### src/rtl/fir_pkg.sv
// Shared types and defaults for the FIR address sequencer.
// Holds the FSM state encoding, parameter defaults and the modular
// subtract used to walk the circular sample buffer backwards.
package fir_pkg;

  localparam int TAPS_DEF = 32;
  localparam int AW_DEF   = 5;
  localparam int LAT_DEF  = 1;

  typedef enum logic [2:0] {
    IDLE  = 3'd0,
    WRITE = 3'd1,
    CALC  = 3'd2,
    DRAIN = 3'd3,
    DONE  = 3'd4
  } state_t;

  // (a - b) mod m for a, b < m; avoids a divider for non-power-of-two m.
  function automatic int unsigned wrap_sub(input int unsigned a,
                                           input int unsigned b,
                                           input int unsigned m);
    if (a >= b) begin
      return a - b;
    end
    return a + m - b;
  endfunction

endpackage

### src/rtl/fir_delay_line.sv
// LAT-deep 1-bit shift register aligning mac_en with the index-register output.
// Latency: exactly LAT cycles (LAT = 0 is a wire).
// Backpressure: none; shifts every cycle, cleared asynchronously by rst.
module fir_delay_line #(
  parameter int LAT = 1
) (
  input  logic clk,
  input  logic rst,
  input  logic d,
  output logic q
);

  generate
    if (LAT == 0) begin : g_pass
      assign q = d;
    end else begin : g_sr
      logic [LAT-1:0] sr;

      // Shift ld in at bit 0; the oldest sample leaves at the top bit.
      always_ff @(posedge clk or negedge rst) begin
        if (!rst) begin
          sr <= '0;
        end else begin
          sr <= (sr << 1) | LAT'(d);
        end
      end

      assign q = sr[LAT-1];
    end
  endgenerate

endmodule

### src/rtl/fir_addr_seq.sv
// FIR control sequencer: writes one sample, then walks all taps driving ld/rd_addr/coef_addr and aligned MAC control.
// Latency: out_valid rises TAPS+2+LAT cycles after the input handshake.
// Backpressure: in_ready only in IDLE; out_valid holds in DONE until out_ready.
module fir_addr_seq
  import fir_pkg::*;
#(
  parameter int TAPS = TAPS_DEF,
  parameter int AW   = AW_DEF,
  parameter int LAT  = LAT_DEF
) (
  input  logic          clk,
  input  logic          rst,
  input  logic          in_valid,
  output logic          in_ready,
  output logic          wr_en,
  output logic [AW-1:0] wr_addr,
  output logic          ld,
  output logic [AW-1:0] rd_addr,
  output logic [AW-1:0] coef_addr,
  output logic          mac_clr,
  output logic          mac_en,
  output logic          out_valid,
  input  logic          out_ready
);

  localparam logic [AW-1:0] TAP_LAST   = AW'(TAPS - 1);
  localparam logic [1:0]    DRAIN_LAST = (LAT > 0) ? 2'(LAT - 1) : 2'd0;

  state_t        state;
  state_t        state_nxt;
  logic [AW-1:0] wptr;
  logic [AW-1:0] tap;
  logic [1:0]    drain_cnt;
  logic [AW-1:0] rd_hold;
  logic [AW-1:0] rd_cur;

  // Newest sample sits at wptr; tap k reads the sample k steps older.
  assign rd_cur = AW'(wrap_sub(32'(wptr), 32'(tap), 32'(TAPS)));

  // State register.
  always_ff @(posedge clk or negedge rst) begin
    if (!rst) begin
      state <= IDLE;
    end else begin
      state <= state_nxt;
    end
  end

  // Tap, drain and write-pointer counters plus the held read address.
  always_ff @(posedge clk or negedge rst) begin
    if (!rst) begin
      wptr      <= '0;
      tap       <= '0;
      drain_cnt <= '0;
      rd_hold   <= '0;
    end else begin
      case (state)
        WRITE: begin
          tap <= '0;
        end
        CALC: begin
          rd_hold   <= rd_cur;
          drain_cnt <= '0;
          tap       <= (tap == TAP_LAST) ? '0 : tap + 1'b1;
        end
        DRAIN: begin
          drain_cnt <= drain_cnt + 1'b1;
        end
        DONE: begin
          if (out_ready) begin
            wptr <= (wptr == TAP_LAST) ? '0 : wptr + 1'b1;
          end
        end
        default: begin
        end
      endcase
    end
  end

  // Next-state and Moore output decode; in_ready is the only rst-gated term.
  always_comb begin
    state_nxt = state;
    in_ready  = 1'b0;
    wr_en     = 1'b0;
    wr_addr   = '0;
    ld        = 1'b0;
    rd_addr   = rd_hold;
    coef_addr = '0;
    mac_clr   = 1'b0;
    out_valid = 1'b0;

    case (state)
      IDLE: begin
        in_ready = rst;
        if (in_valid) begin
          state_nxt = WRITE;
        end
      end
      WRITE: begin
        wr_en     = 1'b1;
        wr_addr   = wptr;
        mac_clr   = 1'b1;
        state_nxt = CALC;
      end
      CALC: begin
        ld        = 1'b1;
        rd_addr   = rd_cur;
        coef_addr = tap;
        if (tap == TAP_LAST) begin
          state_nxt = (LAT == 0) ? DONE : DRAIN;
        end
      end
      DRAIN: begin
        if (drain_cnt == DRAIN_LAST) begin
          state_nxt = DONE;
        end
      end
      DONE: begin
        out_valid = 1'b1;
        if (out_ready) begin
          state_nxt = IDLE;
        end
      end
      default: begin
        state_nxt = IDLE;
      end
    endcase
  end

  fir_delay_line #(
    .LAT(LAT)
  ) u_delay (
    .clk(clk),
    .rst(rst),
    .d  (ld),
    .q  (mac_en)
  );

endmodule

### config.mk
export PLATFORM = sky130hd
export DESIGN_NAME = fir_addr_seq
export DESIGN_NICKNAME = d
export VERILOG_FILES = /design/src/rtl/fir_pkg.sv /design/src/rtl/fir_delay_line.sv /design/src/rtl/fir_addr_seq.sv
export SDC_FILE = /design/constraint.sdc
export NUM_CORES = 1
export LEC_CHECK = 0
export CAP_MARGIN = 20
export CELL_PAD_IN_SITES_DETAIL_PLACEMENT = 1
export CELL_PAD_IN_SITES_GLOBAL_PLACEMENT = 1
export CORE_ASPECT_RATIO = 0.75
export CORE_MARGIN = 1
export CORE_UTILIZATION = 39
export CTS_CLUSTER_SIZE = 14
export DETAILED_ROUTE_END_ITERATION = 10
export PLACE_DENSITY = 0.75
export SETUP_SLACK_MARGIN = 0.1
export SYNTH_ARGS = -nofsm -noshare
export SYNTH_HDL_FRONTEND = slang
export SYNTH_SLANG_ARGS = --single-unit
### constraint.sdc
create_clock -name clk -period 2.8 [get_ports clk]
set_input_delay 0.56 -clock clk [delete_from_list [all_inputs] [get_ports clk]]
set_output_delay 0.56 -clock clk [all_outputs]
set_load 0.005 [all_outputs]
; ---- Word-level counts from Yosys, hierarchy flattened
; Cells that the tools add are included.
[word_totals]
regBits = 21
latch_bits = 0
ramBits = 0
rom_bits = 0
input_bits = 4
n_memories = 0
[classes]
n_addsub = 6
mul = 0
n_div = 0
n_lt_le_gt_ge = 1
eq_ne = 10
n_shift = 0
n_mux = 19
bitwise = 0
reduce_logical = 6
[ops]
columns = operator, count
row1 = $mux 5, 7
row2 = $add 5x1->5 const B, 3
row3 = $pmux 3 s5, 1
row4 = $mux 3, 4
row5 = $eq 5x5->1 const B, 2
row6 = $pmux 5 s2, 1
row7 = $sub 5x5->5, 2
row8 = $ne 2x2->1 const B, 4
row9 = $eq 3x2->1 const B, 2
row10 = $ge 5x5->1, 1
row11 = $mux 1, 5
row12 = $pmux 2 s2, 1
row13 = $reduce_and 4->1, 1
row14 = $reduce_bool 2->1, 2
row15 = $eq 3x1->1 const B, 1
row16 = $eq 3x3->1 const B, 1
row17 = $logic_not 3->1, 1
row18 = $add 2x1->2 const B, 1
row19 = $logic_not 2->1, 1
row20 = $reduce_and 2->1, 1

; ---- Longest topological paths before layout
; Gate-level depths: netlist of run 1.
[depth]
ltp_word = 4
mapped_depth = 6

; ---- Hierarchy
; Synthesis of run 1 repeated with hierarchy kept, for this count alone.
[unflattened]
hier_cells = 124
area_unflattened_um2 = 1248.7
[by_module_without_submodules]
columns = mod, n_inst, cells_each, area_each_um2, seq_area_each_um2
row1 = fir_addr_seq, 1, 123, 1223.7, 500.5
row2 = fir_delay_line, 1, 1, 25.0, 25.0

; ---- Worst setup path before layout of run 1
; Ideal clock, no wire load.
[synth_timing]
path_kind = flip-flop to output port
startpoint = reg wptr[0]
endpoint = out rd_addr[4]
arrival_time_ns = 1.614
required_ns = 2.240
setup_slack_ns = 0.626
stages_incl_launch_ff = 7
path_cell_list = dfrtp_1 inv_1 ha_1 fa_1 nand2b_1 a2111o_1 o211ai_2
[synth_between]
elab_chain_len = 4
word_cells_on_any_way = 8
cone_classes = add/sub (3) / order compare (1) / mux (4)
[synth_lines]
columns = item, line_no
row1 = start: declaration, fir_addr_seq.sv:31  ; logic [AW-1:0] wptr;
row2 = start signal: assignment, fir_addr_seq.sv:71  ; wptr <= (wptr == TAP_LAST) ? '0 : wptr + 1'b1;
row3 = "$add 5x1->5, or another cell as far along", fir_pkg.sv:25  ; return a + m - b;
row4 = "$sub 5x5->5, or another cell as far along", fir_pkg.sv:25
row5 = $mux 5 (*), fir_pkg.sv:25
row6 = $mux 5 (*), fir_addr_seq.sv:92  ; case (state)
row7 = end: declaration, fir_addr_seq.sv:18  ; output logic [AW-1:0] rd_addr,
; Every way passes the cells marked *; elsewhere a longest branch is shown, timed or not.

; ---- Worst setup path in the final report of run 1
[layout_timing]
startpoint = reg wptr[1]
endpoint = out rd_addr[3]
; The elaborated chain is that of the path after synthesis.

==> results of run 1 <==
synth_stat cells (all sizes together) (2+ instances only):
master / count
and2: 7
nor4b: 2
o21ai: 7
nor2: 9
a22o: 3
inv: 8
mux2: 4
ha: 9
nor2b: 3
dfrtp: 21
xnor2: 2
and3: 3
nand2: 14
a21oi: 3
o211ai: 2
nand3: 3
buf: 5
flip-flops by register name, summed over array words and instances (netlist names):
signal,cells
rd_hold,5
tap,5
wptr,5
state,3
drain_cnt,2
u_delay.q,1
power by group:
part,switching [mW],internal (mW)
sequential,0.0689,0.419
clock,0.107,0.0994
combinational,0.578,0.617
total,0.754,1.13
stage by stage:
| stage | instance area, µm² | utilization | worst slack (ns) |
|---|---|---|---|
| CTS | 1637 | 0.5457 | 0.07973 |
| global placement | 1567 | 0.5223 | 0.1076 |
| floorplan | 1249 | - | 0.6262 |
| global route | 1667 | 0.5557 | 0.1064 |
| finish | 1667 | 0.5557 | 0.1609 |
| detailed placement | 1567 | 0.5223 | 0.02465 |
final cells by class:
| type | instances | area share |
|---|---|---|
| multi-input cells | 88 | 0.4017 |
| flip-flops and latches | 21 | 0.3153 |
| repair buffers | 36 | 0.1989 |
| well taps | 38 | 0.02853 |
| inverters | 9 | 0.02778 |
| clock buffers | 3 | 0.02477 |
| clock inverters | 1 | 0.003003 |
what timing repair did:
item	4_1_cts	5_1_grt
setup buffers	1	2
setup endpoints to repair	5	5
resized for setup	6	8
kinds of logic after synthesis:
kind of cell               count (synthesis)  synth area share
and+or+nand+nor                           51            0.2365
DFF                                       21            0.4208
AOI/OAI and AO/OA                         20            0.1122
buffers and inverters                     15           0.06713
adders and majority gates                 10            0.1062
muxes                                      4           0.03607
xor gates and xnor gates                   3           0.02105
final timing paths:
path                                            from                       end  cells after the start
worst max-delay path             wptr[1]$_DFFE_PN0P_                rd_addr[3]                      6
worst min register to register  rd_hold[1]$_DFF_PN0_      rd_hold[1]$_DFF_PN0_                      2
max in group asynchronous                        rst        tap[1]$_DFFE_PN0N_                      2
worst max register to register    tap[0]$_DFFE_PN0N_        tap[2]$_DFFE_PN0N_                      7
min in group asynchronous                        rst  drain_cnt[1]$_DFFE_PN0P_                      2
worst min-delay path            rd_hold[1]$_DFF_PN0_      rd_hold[1]$_DFF_PN0_                      2
routing by layer:
layer / track usage / share of wire / up-vias
met2: 0.3467 / 0.48 / 22
met5: 0 / 0 / -
met3: 0.05357 / 0.044 / 7
met1: 0.2657 / 0.46 / 521
met4: 0.06738 / 0.018 / 0
li1: - / - / 498
worst max-delay path: cells and delay by family (launching register included):
| family | cells | cell delay [ns] |
|---|---|---|
| DFF | 1 | 0.41 |
| AOI/OAI and AO/OA | 1 | 0.28 |
| buffers and inverters | 2 | 0.66 |
| adders and majority gates | 1 | 0.28 |
| and+or+nand+nor | 2 | 0.18 |
==> impl_results.md, run 1 <==
- CP Data Required Time: 2.24 ns
- TritonCTS clock tree: built
- First-iteration detailed-routing DRC count: 22
- Remaining number of nets flagged by the antenna check after routing: 0
- Commonest cells after routing, fill and taps aside: 22 x clkdlybuf4s50_1, 21 x dfrtp_1, 14 x nand2_1, 11 x buf_4
- IR drop worst, VDD: around 510 µV
- Count of input and output buffers: 24
- Post-route insts no fill: about 200
- Congestion Overflow GR: 0
- Clock network latency to the later pin of the worst-skew pair: ~0.27 ns
- Maximum number of pins on one net before global-route repair: 22
- Slowest stage cell, crit path: clkdlybuf4s50_1
- Area taken by flip-flops and latches: between 500 and 600 µm²
- Number of flops mapped to enable cells by yosys: 0
- Leading area contributor after synthesis: dfrtp_1
- Clock input transition at the sequential cells of the worst setup and hold paths: 0.08 ns
- Most area-consuming cells after synthesis: dfrtp_1 42%, ha_1 9.0%, nand2_1 4.2%
- Transition time at the pin with the least slew margin: around 0.56 ns
- Setup violations, final: 0
- Number of distinct library cells after synthesis: 40
- Total die area: roughly 3400 µm²
- Mean post-synth cell area: between 10 and 15 µm²
- Die Width: 67.34 µm
- Layout filler cell count: between 300 and 400
- Final net count: approximately 170
- Fin Hold WS: 0.4839 ns
- Row count: 17
- Num Clock Sinks: 21
- Minimum setup slack among reg-to-reg paths: ~0.77 ns
- Io pins: 25
- Combined area of the multi-input logic cells: 669.4 µm²
- Number of flip-flops and latches in the synthesized netlist: 21
- TritonRoute pass-1 iters: 4
- Min cycle time layout: between 2 and 3 ns
- Via count of the first global-routing pass: roughly 1,000
- Number of cells after detailed placement: 189
- Post-Syn Area: between 1000 and 1500 µm²
- Bufs on Longest Clock Path: 2
- Clock buffers created by TritonCTS: 3
- Antenna diode count: 0
- Final Total Pwr: 1.889 mW
- Final clock skew: around 0.0045 ns
- Via/cell ratio: between 5 and 6
- H-Tree Depth: 1
- Synthesized netlist cell count: about 120
- Post-synthesis to final-layout area growth: 33.47%
- Crit start category: flop
- Ys flop type: dfrtp_1
- DR vias: 1,048
- Power density normalized to cell area: roughly 1100 nW/µm²
- Mean routed wirelength per cell: around 16 µm
- Sequential-to-total area share from yosys stat: 0.4208
- Min-Delay Path Class: reg2reg
- Effective utilization at floorplan: 0.4164
- Relative max-transition margin: 0.6190
- Setup CP Type: reg2out
- Clock tree root driver cell: clkbuf_8
- Number of synthesis warnings: 0
- Detailed Place HPWL: around 2300 µm
- Fraction of registers with async set or reset after synthesis: 1.000
- Leakage power figure: 0.7689 nW
- Critical Path, Cell by Cell: buf_4 -> ha_1 -> nand3b_1 -> a211o_1 -> nand3_2 -> clkdlybuf4s50_1
- Arrival time worst endpoint: between 2 and 2.5 ns
- Total length of routed wires: 3139 µm
- Synth top area share: 0.4208
- Share of cells above drive strength 1: 0.1962
- Status: completed
- Setup TNS: 0 ns
- Core box area: 2999 µm²
- Height of the die: 51.01 µm
- Mapped Nets: roughly 140
- Largest fanout on the critical path: 5
- Tcrit/Tclk final: 0.9425
- Most common library cell in the layout ignoring fill and taps: clkdlybuf4s50_1
- Overall global routing resource usage: 0.2099
- Slowest Stage Delay on Critical Path: ~0.5 ns
- Fmax: around 380 MHz
- Reported max-cap violation count: 0
- Global placement routability congestion: 0.7611
- Setup repair after global routing missed its margin: true
- Number of max-slew violations in the final report: 0
- Cts hold-fix bufs: 0
- Remaining routing DRC violations: 0
- Number of antenna violations at the first check in global routing: 0
- Type of destination of the critical path: primary output
- Hold Vio Cnt, Final: 0
- First-pass GRT wire length: 5202 µm
No activity file was read; power rests on OpenSTA's default activity.
==> run 2: changes to the inputs <==
Settings changed: RECOVER_POWER set to 25.
==> run 2 against run 1 <==
Effect of this change: sequential share of layout area increased by 0.071 points; clock-buffer cell count did not move; sequential power is essentially flat; critical path depth stayed put.
==> impl_results.md, run 2 (synthesized netlist as in run 1, its figures left out) <==
- Status: completed
- Clock tree root driver cell: clkbuf_8
- Minimum setup slack among reg-to-reg paths: 0.77 ns (about the same)
- Post-route insts no fill: 196 (unchanged)
- Congestion Overflow GR: 0 (unchanged)
- Total length of routed wires: 3139 µm (unchanged)
- Mean routed wirelength per cell: 16.02 µm (unchanged)
- Core box area: 2999 µm² (unchanged)
- Crit start category: flop
- First-iteration detailed-routing DRC count: 24 (+9.1%)
- Commonest cells after routing, fill and taps aside: 21 x dfrtp_1, 21 x clkdlybuf4s50_1, 14 x nand2_1, 10 x buf_4
- Clock network latency to the later pin of the worst-skew pair: 0.27 ns (about the same)
- Final clock skew: 0.005234 ns (+0.0007476 ns)
- Via/cell ratio: 5.342 (about the same)
- TritonCTS clock tree: built
- Setup TNS: 0 ns (unchanged)
- Io pins: 25 (unchanged)
- Reported max-cap violation count: 0 (unchanged)
- Largest fanout on the critical path: 5 (unchanged)
- Setup violations, final: 0 (unchanged)
- Leakage power figure: 0.7655 nW (-0.44%)
- Critical path launch point: wptr[1]$_DFFE_PN0P_
- Effective utilization at floorplan: 0.4164 (unchanged)
- Number of cells on the worst hold path: 2 (unchanged)
- Hold Vio Cnt, Final: 0 (unchanged)
- Antenna diode count: 0 (unchanged)
- Top Registers: rd_hold x5, tap x5, wptr x5
- Clock input transition at the sequential cells of the worst setup and hold paths: 0.08 ns (about the same)
- Fmax: 379.2 MHz (about the same)
- Type of destination of the critical path: primary output
- Cts hold-fix bufs: 0 (unchanged)
- Number of cells after detailed placement: 189 (unchanged)
- Global placement routability congestion: 0.7611 (unchanged)
- Bufs on Longest Clock Path: 2 (unchanged)
- Number of antenna violations at the first check in global routing: 0 (unchanged)
- Transition time at the pin with the least slew margin: 1.167 ns (+0.6038 ns)
- Number of cells on the worst reg-to-reg path: 7 (unchanged)
- Count of input and output buffers: 24 (unchanged)
- Final net count: 173 (unchanged)
- Num Clock Sinks: 21 (unchanged)
- Row count: 17 (unchanged)
- Height of the die: 51.01 µm (unchanged)
- Power density normalized to cell area: 1134 nW/µm² (about the same)
- Setup repair after global routing missed its margin: true
- DR vias: 1,047 (-0.095%)
- Remaining routing DRC violations: 0 (unchanged)
- Post-synthesis to final-layout area growth: 33.17%
- Die Width: 67.34 µm (unchanged)
- Number of max-slew violations in the final report: 0 (unchanged)
- Arrival time worst endpoint: 2.08 ns (about the same)
- Via count of the first global-routing pass: 1,042 (unchanged)
- Tcrit/Tclk final: 0.9417 (about the same)
- Remaining number of nets flagged by the antenna check after routing: 0 (unchanged)
- Relative max-transition margin: 0.2218 (-0.3972)
- Min cycle time layout: 2.637 ns (-0.002295 ns)
- Total die area: 3434 µm² (unchanged)
- CP Data Required Time: 2.24 ns (about the same)
- TritonRoute pass-1 iters: 4 (unchanged)
- Fin Hold WS: 0.4841 ns (+0.0001450 ns)
- Endpoint of the most critical register-to-register path: tap[2]$_DFFE_PN0N_
- Maximum number of pins on one net before global-route repair: 22 (unchanged)
- H-Tree Depth: 1 (unchanged)
- Detailed Place HPWL: 2350 µm (unchanged)
- IR drop worst, VDD: 504.9 µV (-0.16%)
- First-pass GRT wire length: 5202 µm (unchanged)
- Clock buffers created by TritonCTS: 3 (unchanged)
- Setup crit end: rd_addr[3]
- Share of cells above drive strength 1: 0.1899 (-0.006329)
- Final Total Pwr: 1.886 mW (-0.15%)
- Util after Layout: 0.5544 (-0.001252)
- Startpoint of the worst register-to-register path: tap[0]$_DFFE_PN0N_
- Overall global routing resource usage: 0.2099 (unchanged)
- Min-Delay Path Class: reg2reg
- Setup CP Type: reg2out
[run 2: layout make-up]
class / instances / area, µm²
fillers: 348 / 1336
multi-input cells: 88 / 669.4
flip-flops and latches: 21 / 525.5
repair buffers: 36 / 327.8
well taps: 38 / 47.55
inverters: 9 / 46.29
clock buffers: 3 / 41.29
clock inverters: 1 / 5.005
[run 2: routing by layer]
metal	wire (µm)	vias to the layer above	track usage
met3	123	9	0.05357
met1	1462	516	0.2657
li1	-	500	-
met5	0	-	0
met2	1477	22	0.3467
met4	75	0	0.06738
[run 2: worst min path at each step]
stage,startpoint,endpoint,slack [ns]
floorplan,rst,drain_cnt[0]$_DFFE_PN0P_,0.26
global placement,rd_hold[4]$_DFF_PN0_,rd_hold[4]$_DFF_PN0_,0.46
detailed placement,drain_cnt[0]$_DFFE_PN0P_,drain_cnt[0]$_DFFE_PN0P_,0.48
CTS,drain_cnt[0]$_DFFE_PN0P_,drain_cnt[0]$_DFFE_PN0P_,0.50
global route,rd_hold[1]$_DFF_PN0_,rd_hold[1]$_DFF_PN0_,0.52
finish,rd_hold[1]$_DFF_PN0_,rd_hold[1]$_DFF_PN0_,0.48
[run 2: worst max-delay path, cell delays in order, from the launching register on]
cell and delay, ns:
dfrtp_1 0.41, buf_4 0.16, ha_1 0.28, nand3b_1 0.10, a211o_1 0.28, nand3_2 0.08, clkdlybuf4s50_1 0.50
[run 2: power by group]
group | total, mW | switching [mW] | internal (mW)
logic | 1.19 | 0.576 | 0.616
clock network | 0.207 | 0.108 | 0.0994
registers | 0.487 | 0.0685 | 0.419
[run 2: timing repair]
item | CTS | global route
buffers inserted | 1 | 2
setup endpoints to repair | 5 | 5
gates resized for setup | 6 | 8
[run 2: through the flow]
| stage | setup slack, ns | instance area [µm²] |
|---|---|---|
| floorplan | 0.6262 | 1249 |
| global placement | 0.1076 | 1567 |
| detailed placement | 0.02465 | 1567 |
| CTS | 0.07973 | 1637 |
| global route | 0.1064 | 1663 |
| finish | 0.1632 | 1663 |
